### config.mk
export PLATFORM = sky130hd
export DESIGN_NAME = muldiv_sched
export DESIGN_NICKNAME = d
export VERILOG_FILES = /design/src/rtl/muldiv_sched.sv
export SDC_FILE = /design/constraint.sdc
export NUM_CORES = 1
export LEC_CHECK = 0
export CAP_MARGIN = 20
export CORE_AREA = 2 2 157 159
export DETAILED_ROUTE_END_ITERATION = 10
export DIE_AREA = 0 0 159 161
export PLACE_DENSITY = 0.57
export SLEW_MARGIN = 40
export SYNTH_ARGS = -nofsm -noshare
export SYNTH_HDL_FRONTEND = slang
export SYNTH_SLANG_ARGS = --single-unit
### constraint.sdc
create_clock -name clk -period 2.65 [get_ports clk]
set_clock_uncertainty 0.05 [all_clocks]
set_input_delay 0.53 -clock clk [delete_from_list [all_inputs] [get_ports clk]]
set_output_delay 0.53 -clock clk [all_outputs]
set_load 0.01 [all_outputs]
### src/rtl/muldiv_sched.sv
// Sequencing controller for the EX-stage multiply/divide units: launches the multiplier or
// divider for one HI/LO op, stalls EX until the 64-bit result is captured, then presents {hi,lo}.
module muldiv_sched #(
   parameter int unsigned MUL_LAT = 2,
   parameter int unsigned CNT_W   = 2
) (
   input  logic        clk,
   input  logic        rst,
   input  logic        flush,
   input  logic        stall_hold,
   input  logic [3:0]  req_op,
   input  logic [31:0] req_src1,
   input  logic [31:0] req_src2,
   output logic        stallreq,
   output logic        mul_start,
   output logic        mul_signed,
   output logic [31:0] mul_ina,
   output logic [31:0] mul_inb,
   input  logic [63:0] mul_result,
   output logic        div_start,
   output logic        div_signed,
   output logic [31:0] div_opdata1,
   output logic [31:0] div_opdata2,
   output logic        div_annul,
   input  logic        div_ready,
   input  logic [63:0] div_result,
   output logic        res_valid,
   output logic [31:0] hi_o,
   output logic [31:0] lo_o
);

   typedef enum logic [1:0] {IDLE, MUL_WAIT, DIV_RUN, DONE} state_t;

   state_t           state;
   logic [CNT_W-1:0] cnt;
   logic             op_div;
   logic             op_mul;
   logic             op_signed;
   logic             launch;

   // Priority decode of {div,divu,mult,multu}: div > divu > mult > multu
   always_comb begin
      op_div    = req_op[3] | req_op[2];
      op_mul    = !op_div && (req_op[1] | req_op[0]);
      op_signed = op_div ? req_op[3] : req_op[1];
   end

   // The multiplier is launched in the request cycle itself, so its controls are decoded from IDLE
   assign launch     = !rst && !flush && (state == IDLE);
   assign mul_start  = launch && op_mul;
   assign mul_signed = mul_start && op_signed;
   assign mul_ina    = mul_start ? req_src1 : 32'h0;
   assign mul_inb    = mul_start ? req_src2 : 32'h0;

   assign stallreq  = !rst && (((state == IDLE) && (req_op != 4'h0)) ||
                               (state == MUL_WAIT) || (state == DIV_RUN));
   assign div_start = !rst && !flush && (state == DIV_RUN);
   assign div_annul = (rst || flush) && (state == DIV_RUN);
   assign res_valid = (state == DONE);

   // Sequencer; flush beats everything except reset and drops any coincident div_ready
   always_ff @(posedge clk) begin
      if (rst) begin
         state       <= IDLE;
         cnt         <= '0;
         hi_o        <= 32'h0;
         lo_o        <= 32'h0;
         div_signed  <= 1'b0;
         div_opdata1 <= 32'h0;
         div_opdata2 <= 32'h0;
      end else if (flush) begin
         state <= IDLE;
         hi_o  <= 32'h0;
         lo_o  <= 32'h0;
      end else begin
         case (state)
            IDLE: begin
               if (op_mul) begin
                  cnt   <= CNT_W'(MUL_LAT - 1);
                  state <= MUL_WAIT;
               end else if (op_div) begin
                  if (req_src2 == 32'h0) begin
                     hi_o  <= req_src1;
                     lo_o  <= 32'hFFFF_FFFF;
                     state <= DONE;
                  end else begin
                     div_signed  <= op_signed;
                     div_opdata1 <= req_src1;
                     div_opdata2 <= req_src2;
                     state       <= DIV_RUN;
                  end
               end
            end
            MUL_WAIT: begin
               if (cnt == '0) begin
                  hi_o  <= mul_result[63:32];
                  lo_o  <= mul_result[31:0];
                  state <= DONE;
               end else begin
                  cnt <= cnt - CNT_W'(1);
               end
            end
            DIV_RUN: begin
               if (div_ready) begin
                  hi_o  <= div_result[63:32];
                  lo_o  <= div_result[31:0];
                  state <= DONE;
               end
            end
            DONE: begin
               if (!stall_hold) state <= IDLE;
            end
            default: state <= IDLE;
         endcase
      end
   end

endmodule

==> metrics.csv, run 1 <==
stage,metric,value,unit
floorplanning,design.core.area,23960,um2
layout,antenna_cells,0,
clocking,clock_latency,410,ps
routing,wirelength,28.23,mm
critical_path,critPathRequiredTime,2070,ps
critical_path,arrival,2020,ps
timing,whs,400.9,ps
floorplanning,fp.dieH,161,um
layout,final_layout_size_suffix_gt1_share,12.45,%
yosys,yosysMostFrequentCell,nand2_1,
global_routing,grt_first_pass_wirelength,42.84,mm
yosys,ys_top_cells_by_count,"166 x nand2_1, 133 x dfxtp_1, 99 x a21oi_1, 66 x and2_1, 46 x clkbuf_1",
timing,layout_min_cycle_time,2597,ps
yosys,synth_warnings,0,
yosys,synth.area.top_cells,"dfxtp_1 42%, nand2_1 9.9%, a21oi_1 7.9%",
clocking,cts_buffers,17,
min_path,min_from,div_opdata2[31],
min_path,whs_endpoint,div_opdata2[31],
clocking,cts_hold_buf,0,
routing,via_per_inst,4.847,
yosys,synth.distinct_cells,38,
routing,num_vias,7334,
status,status,finished clean,
run,maxCapViolCount,0,
timing,fin_ws,53.15,ps
yosys,synth_top_area_share,42.31,%
layout,syn_to_final_growth,86.02,%
global_routing,antenna_found_initial,1,
routing,first_pass_iters,5,
floorplanning,rows,57,
timing,setup_violations,0,
floorplanning,io-pin-count,400,
placed_design,place_congestion,0.8448,
critical_path,critPathKind,input pin to output port,
clocking,cts-root-buf,clkbuf_16,
critical_path,ff2ff_path_depth,8,
yosys,syn-num-nets,967,
routing,drtIter0Drc,375,
timing,relSlewSlack,57.58,%
placed_design,dpl-instance-area,11060,um2
power,ir_drop,0.3428,mV
layout,nets,1385,
yosys,postSynthAreaPerCell,8.279,um2
min_path,hp-class,flip-flop to flip-flop,
clocking,cts_tree,yes,
yosys,synth_ff_type,dfxtp_1,
clocking,htree_levels,4,
timing,worst_pin_slew,636.2,ps
timing,rsz0062_at_grt,no,
global_routing,overflow,0,
critical_path,startpoint_type,input pin,
placed_design,portBuffers,399,
yosys,synth_area_leader_cell,dfxtp_1,
placed_design,dp_hpwl,20.73,mm
layout,finalInstanceArea,11710,um2
yosys,netlist_area,6292,um2
global_routing,grt_pass1_vias,7276,
routing,antenna_left,0,
placed_design,dpl_worst_slack,-580.9,ps
critical_path,path_max_fanout,18,
yosys,synth_seq_cells,133,
critical_path,r2r_start,state[0],
floorplanning,start_util,26.26,%
clocking,clock-sinks,133,
yosys,async_reset_ff_share,0,%
routing,drc,0,
global_routing,grt_max_degree,56,
routing,routedWlPerCell,18.66,um
floorplanning,floorplan.die_area,25600,um2
clocking,path_clk_slew,60,ps
timing,report.final.slew_viol_count,0,
timing,fin_crit_sh,97.99,%
min_path,whs_path_depth,2,
timing,fmax,385.1,MHz
floorplanning,fp.dieW,159,um
global_routing,grt.total_usage,21.45,%
clocking,clockBufferDepth,2,
yosys,netlist_instances,760,
yosys,synth-edff-count,0,
power,pwr_density_cell,521.1,nW/um2
timing,hold_viol,0,
critical_path,rr_endpoint,hi_o[28],
yosys,ys_seq_area_share,42.31,%
power,p_leak,4.516,nW
critical_path,end_kind,output port,
critical_path,reg2reg_slack,340,ps
area by class of cell:
| class | instances | area, um2 |
|---|---|---|
| inverters | 5 | 18.77 |
| clock inverters | 12 | 157.7 |
| well taps | 324 | 405.4 |
| multi-input cells | 544 | 3304 |
| clock buffers | 18 | 439.2 |
| repair buffers | 477 | 4715 |
| flip-flops and latches | 133 | 2665 |
| fillers | 2397 | 12260 |
sequential cells by signal, indices dropped and copies added (netlist names):
name         flops
cnt              2
hi_o            32
div_opdata2     32
lo_o            32
state            2
div_signed       1
div_opdata1     32
through the flow:
step	total power, mW	cells	TNS [ps]	util (%)
2_1_floorplan	2.820	760	0	-
3_3_place_gp	3.725	1473	-43050	46.14
3_5_place_dp	3.727	1473	-46320	46.14
4_1_cts	6.172	1513	0	48.84
5_1_grt	6.370	1513	0	48.85
6_report	6.100	1513	0	48.85
report_power, final:
part / total, mW / switching, mW / internal, mW
clock network: 2.42 / 0.921 / 1.50
registers: 2.18 / 0.0593 / 2.12
logic: 1.50 / 0.694 / 0.809
placed cells by master (no fill, tap or decap), types with 2 or more instances in the layout:
cell / n
clkinv_2: 2
o21ai_0: 2
clkinv_4: 4
ha_2: 3
clkbuf_16: 17
o221ai_1: 32
and2_1: 66
a21oi_1: 99
o221a_1: 29
ha_1: 3
dlygate4sd2_1: 51
and4_1: 2
buf_16: 3
a211oi_1: 4
buf_4: 58
nor4_1: 9
clkdlybuf4s50_1: 325
nand2_1: 166
a22o_1: 32
inv_1: 5
bufinv_16: 3
clkinvlp_4: 3
clkdlybuf4s15_2: 4
dfxtp_1: 131
nor2b_1: 2
nor2_1: 6
nand3_1: 33
dfxtp_2: 2
buf_12: 16
clkdlybuf4s15_1: 5
buf_2: 13
o221a_2: 3
a22oi_1: 32
kinds of logic after synthesis:
| logic type | Yosys count | synth area share, % |
|---|---|---|
| AO/OA/AOI/OAI | 238 | 27.80 |
| AND/OR/NAND/NOR | 299 | 22.53 |
| flip-flops | 133 | 42.31 |
| buffers and inverters | 83 | 6.005 |
| adder cells (fa/ha/maj) | 6 | 1.193 |
| multiplexers | 1 | 0.1591 |
critical path: stages:
cell	delay, ps
clkdlybuf4s15_2	220
nor3_4	210
buf_4	140
and3_4	220
buf_4	130
buf_12	140
and2_1	130
dlygate4sd2_1	290
worst max path at each step:
stage,end,start,slack (ps)
floorplan,mul_ina[13],rst,330
global placement,mul_signed,req_op[1],-580
detailed placement,mul_signed,req_op[1],-580
CTS,mul_ina[28],req_op[3],50
global route,mul_ina[25],req_op[3],2
finish,mul_ina[25],req_op[3],50
layer usage:
metal	routed length, um	track usage (%)	part of all wire [%]
met3	2053	6.574	7.3
met4	600	6.736	2.1
met5	13	0	0.046
met1	11800	25.12	42
met2	13770	37.61	49
timing repair:
item,in CTS,in global routing
gates resized for setup,128,7
endpoints found under the setup margin,68,6
cloned,3,0
pin swaps,3,0
buffers inserted,7,0
No activity file was read; power rests on OpenSTA's default activity.
==> run 2: changes to the inputs <==
--- a/config.mk
+++ b/config.mk
@@ -5,11 +5,13 @@
 export SDC_FILE = /design/constraint.sdc
 export NUM_CORES = 1
 export LEC_CHECK = 0
+export ABC_AREA = 0
 export CAP_MARGIN = 20
 export CORE_AREA = 2 2 157 159
 export DETAILED_ROUTE_END_ITERATION = 10
 export DIE_AREA = 0 0 159 161
 export PLACE_DENSITY = 0.57
+export SETUP_SLACK_MARGIN = 0.5
 export SLEW_MARGIN = 40
 export SYNTH_ARGS = -nofsm -noshare
 export SYNTH_HDL_FRONTEND = slang
==> metrics.csv, run 2 (synthesis results as in run 1) <==
stage,metric,value,unit
global_routing,grt.total_usage,21.92,%
clocking,path_clk_slew,60,ps
min_path,whs_endpoint,div_opdata2[24],
power,pwr_density_cell,476.4,nW/um2
floorplanning,rows,57,
power,ir_drop,0.3701,mV
clocking,clock_latency,410,ps
layout,nets,1420,
routing,first_pass_iters,5,
clocking,cts_tree,yes,
critical_path,ff2ff_path_depth,12,
critical_path,r2r_start,state[1],
routing,wirelength,31.13,mm
layout,mostFrequentLayoutCells,"312 x clkdlybuf4s50_1, 166 x nand2_1, 131 x dfxtp_1",
critical_path,arrival,1950,ps
layout,final_common_cell,clkdlybuf4s50_1,
min_path,min_from,req_src2[24],
critical_path,startpoint_type,flip-flop,
clocking,cts_buffers,17,
floorplanning,design.core.area,23960,um2
min_path,hp-class,input pin to flip-flop,
critical_path,crit_path_max_incr_delay,350,ps
critical_path,reg2reg_slack,420,ps
critical_path,crit_top_cell,buf_6,
floorplanning,fp.dieH,161,um
timing,fin_crit_sh,95.35,%
timing,fmax,395.7,MHz
routing,num_vias,7691,
timing,setup_violations,0,
timing,layout_min_cycle_time,2527,ps
floorplanning,start_util,26.26,%
timing,hold_viol,0,
layout,finalInstanceArea,12790,um2
placed_design,dpl-instance-area,10940,um2
global_routing,overflow,0,
layout,antenna_cells,0,
critical_path,rr_endpoint,hi_o[24],
timing,worst_pin_slew,708.8,ps
critical_path,critPathRequiredTime,2070,ps
timing,report.final.slew_viol_count,0,
placed_design,place_congestion,0.8427,
floorplanning,fp.dieW,159,um
clocking,clock-sinks,133,
run,maxCapViolCount,0,
timing,fin_ws,123.1,ps
timing,rsz0062_at_grt,yes,
critical_path,end_kind,output port,
timing,relSlewSlack,52.75,%
critical_path,crit_start,state[1],
timing,final.setup.tns,0,ps
placed_design,dpl_worst_slack,-459.3,ps
routing,drc,0,
routing,routedWlPerCell,20.09,um
critical_path,crit_chain,inv_2 > ha_4 > and3_4 > buf_12 > buf_8 > buf_6 > buf_16 > buf_6 > and2_4 > buf_6,
floorplanning,io-pin-count,400,
critical_path,critPathSlowestCell,dfxtp_2,
floorplanning,floorplan.die_area,25600,um2
global_routing,grt_first_pass_wirelength,43.88,mm
clocking,clockBufferDepth,2,
global_routing,grt_pass1_vias,7294,
placed_design,dp_hpwl,20.17,mm
global_routing,grt_max_degree,65,
layout,final_layout_size_suffix_gt1_share,26.59,%
routing,via_per_inst,4.962,
critical_path,path_max_fanout,5,
power,p_leak,4.897,nW
min_path,whs_path_depth,3,
global_routing,antenna_found_initial,0,
clocking,cts-root-buf,clkbuf_16,
routing,antenna_left,0,
clocking,htree_levels,4,
power,power,6.094,mW
placed_design,portBuffers,399,
clocking,cts_hold_buf,0,
critical_path,critPathKind,flip-flop to output port,
layout,syn_to_final_growth,103.3,%
status,status,finished clean,
routing,drtIter0Drc,333,
[run 2: cell types whose count changed in the layout (fill, tap and decap cells not counted), sizes merged]
cell,previous run,this run
buf,91,177
bufinv,3,0
clkbuf,19,30
clkdlybuf4s15,9,0
clkdlybuf4s50,325,312
clkinv,6,3
clkinvlp,3,6
dlygate4sd2,51,1
dlymetal6s2s,0,11
inv,5,9
[run 2: timing repair]
item	in CTS	in global routing
setup buffers	20	17
endpoints found under the setup margin	198	179
pin swaps	5	69
gates cloned	6	12
gates resized for setup	351	149
[run 2: layer usage]
layer | vias up | wire [um] | part of all wire, % | GRT usage [%]
met5 | - | 0 | 0 | 0
met1 | 3686 | 12630 | 41 | 26.10
met3 | 35 | 2312 | 7.4 | 7.088
met4 | 0 | 625 | 2.0 | 6.116
li1 | 3657 | - | - | -
met2 | 313 | 15570 | 50 | 38.00
[run 2: area by class of cell]
class	count	area, um2
Clock buffer	19	432.9
Clock inverter	13	102.6
Fill cell	2298	11170
Inverter	5	21.27
Multi-Input combinational cell	544	3711
Sequential cell	133	2665
Tap cell	324	405.4
Timing Repair Buffer	512	5454
[run 2: worst max path at each step]
| stage | endpoint | slack, ps | depth (start not counted) |
|---|---|---|---|
| after floorplan | mul_ina[13] | 530 | 6 |
| after global placement | mul_inb[8] | -490 | 7 |
| after detailed placement | mul_inb[10] | -460 | 7 |
| after CTS | mul_inb[4] | 60 | 10 |
| after global routing | mul_ina[27] | 60 | 10 |
| final | mul_ina[27] | 120 | 10 |
[run 2: power breakdown]
group | switching [mW] | internal, mW
Clock | 0.978 | 1.21
Sequential | 0.0590 | 2.12
Combinational | 0.794 | 0.936
[run 2: worst max-delay path: cells and delay by family (launching register included)]
family                   cells  cell delay [ps]
flip-flops                   1              350
adder cells (fa/ha/maj)      1              150
buffers and inverters        7              730
AND/OR/NAND/NOR              2              300
[run 2: through the flow]
stage,std cells,utilization (%),hold slack [ps]
after detailed placement,1463,45.66,395.6
after CTS,1521,49.05,403.3
after global placement,1463,45.66,390.7
after floorplan,760,-,410.4
after global routing,1550,53.38,382.6
final,1550,53.38,380.5
==> run 3: changes to the inputs <==
--- a/config.mk
+++ b/config.mk
@@ -6,11 +6,12 @@
 export NUM_CORES = 1
 export LEC_CHECK = 0
 export ABC_AREA = 0
+export ABC_CLOCK_PERIOD_IN_PS = 2650
 export CAP_MARGIN = 20
-export CORE_AREA = 2 2 157 159
+export CORE_ASPECT_RATIO = 0.5
+export CORE_UTILIZATION = 30
 export DETAILED_ROUTE_END_ITERATION = 10
-export DIE_AREA = 0 0 159 161
-export PLACE_DENSITY = 0.57
+export PLACE_DENSITY = 0.64
 export SETUP_SLACK_MARGIN = 0.5
 export SLEW_MARGIN = 40
 export SYNTH_ARGS = -nofsm -noshare
==> metrics.csv, run 3 (synthesis results as in run 1) <==
stage,metric,value,unit
status,status,finished with violations,
status,violations,DRC,
routing,wl_met3,1.857,mm
critical_path,crit_start,state[0],
routing,routedWlPerCell,20.06,um
floorplanning,rows,37,
placed_design,portBuffers,399,
min_path,whs_path_depth,2,
clocking,cts_buffers,17,
critical_path,crit_top_cell,buf_6,
critical_path,crit_chain,inv_2 > ha_4 > and3_4 > buf_6 > buf_6 > buf_12 > clkbuf_16 > and2_4 > buf_6,
critical_path,startpoint_type,flip-flop,
floorplanning,fp.dieW,206.8,um
routing,drtIter0Drc,479,
routing,num_vias,7713,
power,p_sw,1.660,mW
timing,whs,402.2,ps
clocking,cts_tree,yes,
min_path,whs_endpoint,div_opdata2[4],
critical_path,ff2ff_path_depth,9,
run,maxCapViolCount,0,
power,p_leak,4.792,nW
routing,dr.max_layer_used,met4,
placed_design,dpl-instance-area,10810,um2
routing,via_per_inst,5.204,
routing,dr_wl_met2,14.49,mm
routing,first_pass_iters,8,
timing,fmax,407.0,MHz
min_path,min_from,div_opdata2[4],
layout,nets,1406,
clocking,clockBufferDepth,2,
global_routing,grt_first_pass_wirelength,43.58,mm
global_routing,overflow,0,
global_routing,grt_pass1_vias,7366,
clocking,cts-root-buf,clkbuf_16,
power,internal_power,4.447,mW
floorplanning,design.core.area,20550,um2
routing,drc,9,
power,pwr_density_cell,488.2,nW/um2
layout,final_common_cell,clkdlybuf4s50_1,
timing,hold_viol,0,
critical_path,critPathRequiredTime,2070,ps
timing,rsz0062_at_grt,yes,
timing,relSlewSlack,45.86,%
clocking,clock_latency,400,ps
critical_path,path_max_fanout,5,
placed_design,dp_hpwl,19.70,mm
placed_design,place_congestion,0.9240,
min_path,hp-class,flip-flop to flip-flop,
power,power,6.107,mW
clocking,cts_hold_buf,0,
routing,wirelength,29.73,mm
critical_path,critPathSlowestCell,dfxtp_2,
layout,finalInstanceArea,12510,um2
critical_path,path_delay_family,buffers and inverters,
routing,wl_met1,12.88,mm
critical_path,end_kind,output port,
timing,report.final.slew_viol_count,0,
layout,syn_to_final_growth,98.81,%
timing,layout_min_cycle_time,2457,ps
critical_path,r2r_start,state[1],
critical_path,critPathKind,flip-flop to output port,
critical_path,reg2reg_slack,550,ps
clocking,clock-sinks,133,
floorplanning,io-pin-count,400,
timing,fin_crit_sh,92.71,%
power,pwr-share-seq,35.8,%
clocking,path_clk_slew,50,ps
critical_path,crit_path_max_incr_delay,340,ps
timing,worst_pin_slew,812.1,ps
timing,setup_violations,0,
layout,antenna_cells,0,
floorplanning,fp.dieH,104.4,um
global_routing,grt_max_degree,68,
global_routing,grt.total_usage,26.47,%
layout,mostFrequentLayoutCells,"311 x clkdlybuf4s50_1, 166 x nand2_1, 131 x dfxtp_1",
placed_design,dpl_worst_slack,-460.4,ps
power,clkPwrFrac,37.2,%
timing,final.setup.tns,0,ps
power,sw_frac_of_total,27.19,%
critical_path,path_buf_inv,6,
floorplanning,floorplan.die_area,21590,um2
layout,final_layout_size_suffix_gt1_share,25.14,%
routing,antenna_left,0,
global_routing,antenna_found_initial,0,
floorplanning,start_util,30.61,%
clocking,htree_levels,4,
power,power_frac_comb,27.0,%
power,ir_drop,0.3718,mV
critical_path,rr_endpoint,lo_o[30],
critical_path,arrival,1880,ps
timing,fin_ws,193.3,ps
run 3: repair_timing:
| action | in CTS | in global routing |
|---|---|---|
| resized for setup | 426 | 100 |
| pin swaps | 36 | 34 |
| setup endpoints to repair | 200 | 200 |
| gates cloned | 13 | 2 |
| hold endpoints to repair | 0 | 0 |
| setup buffers | 20 | 6 |
run 3: area by class of cell:
| cell class | instances | area (um2) |
|---|---|---|
| Clock buffer | 24 | 481.7 |
| Clock inverter | 5 | 75.07 |
| Timing Repair Buffer | 495 | 5249 |
| Fill cell | 1734 | 8045 |
| Multi-Input combinational cell | 547 | 3679 |
| Tap cell | 273 | 341.6 |
| Inverter | 5 | 18.77 |
| Sequential cell | 133 | 2665 |
run 3: routing by layer:
| metal | vias to the layer above | global-route usage (%) |
|---|---|---|
| li1 | 3633 | - |
| met1 | 3798 | 34.78 |
| met2 | 250 | 44.00 |
| met3 | 32 | 4.856 |
| met4 | 0 | 7.508 |
| met5 | - | 0 |
run 3: metrics by stage:
step	utilization, %	std cells
floorplan	-	760
global placement	52.59	1412
detailed placement	52.59	1412
CTS	58.46	1474
global route	60.86	1482
finish	60.86	1482
run 3: how the worst max path moves through the flow:
stage             endpoint  cells after the start
4_1_cts        mul_inb[10]                      9
2_1_floorplan  mul_ina[13]                      6
3_5_place_dp   mul_inb[10]                      6
3_3_place_gp    mul_ina[8]                      6
5_1_grt        mul_inb[30]                      9
6_report       mul_inb[30]                      9
run 3: worst min-delay path, cell delays in order (launching register included):
cell and delay, ps:
dfxtp_1 300, nand2_1 50, a21oi_1 50
run 3: power by group through the flow:
stage	clock [mW]	sequential [mW]	combinational [mW]
after detailed placement	0	2.23	1.43
after floorplan	0	2.27	0.547
after global placement	0	2.22	1.42
after CTS	2.32	2.18	1.58
after global routing	2.41	2.20	1.75
final	2.27	2.19	1.65
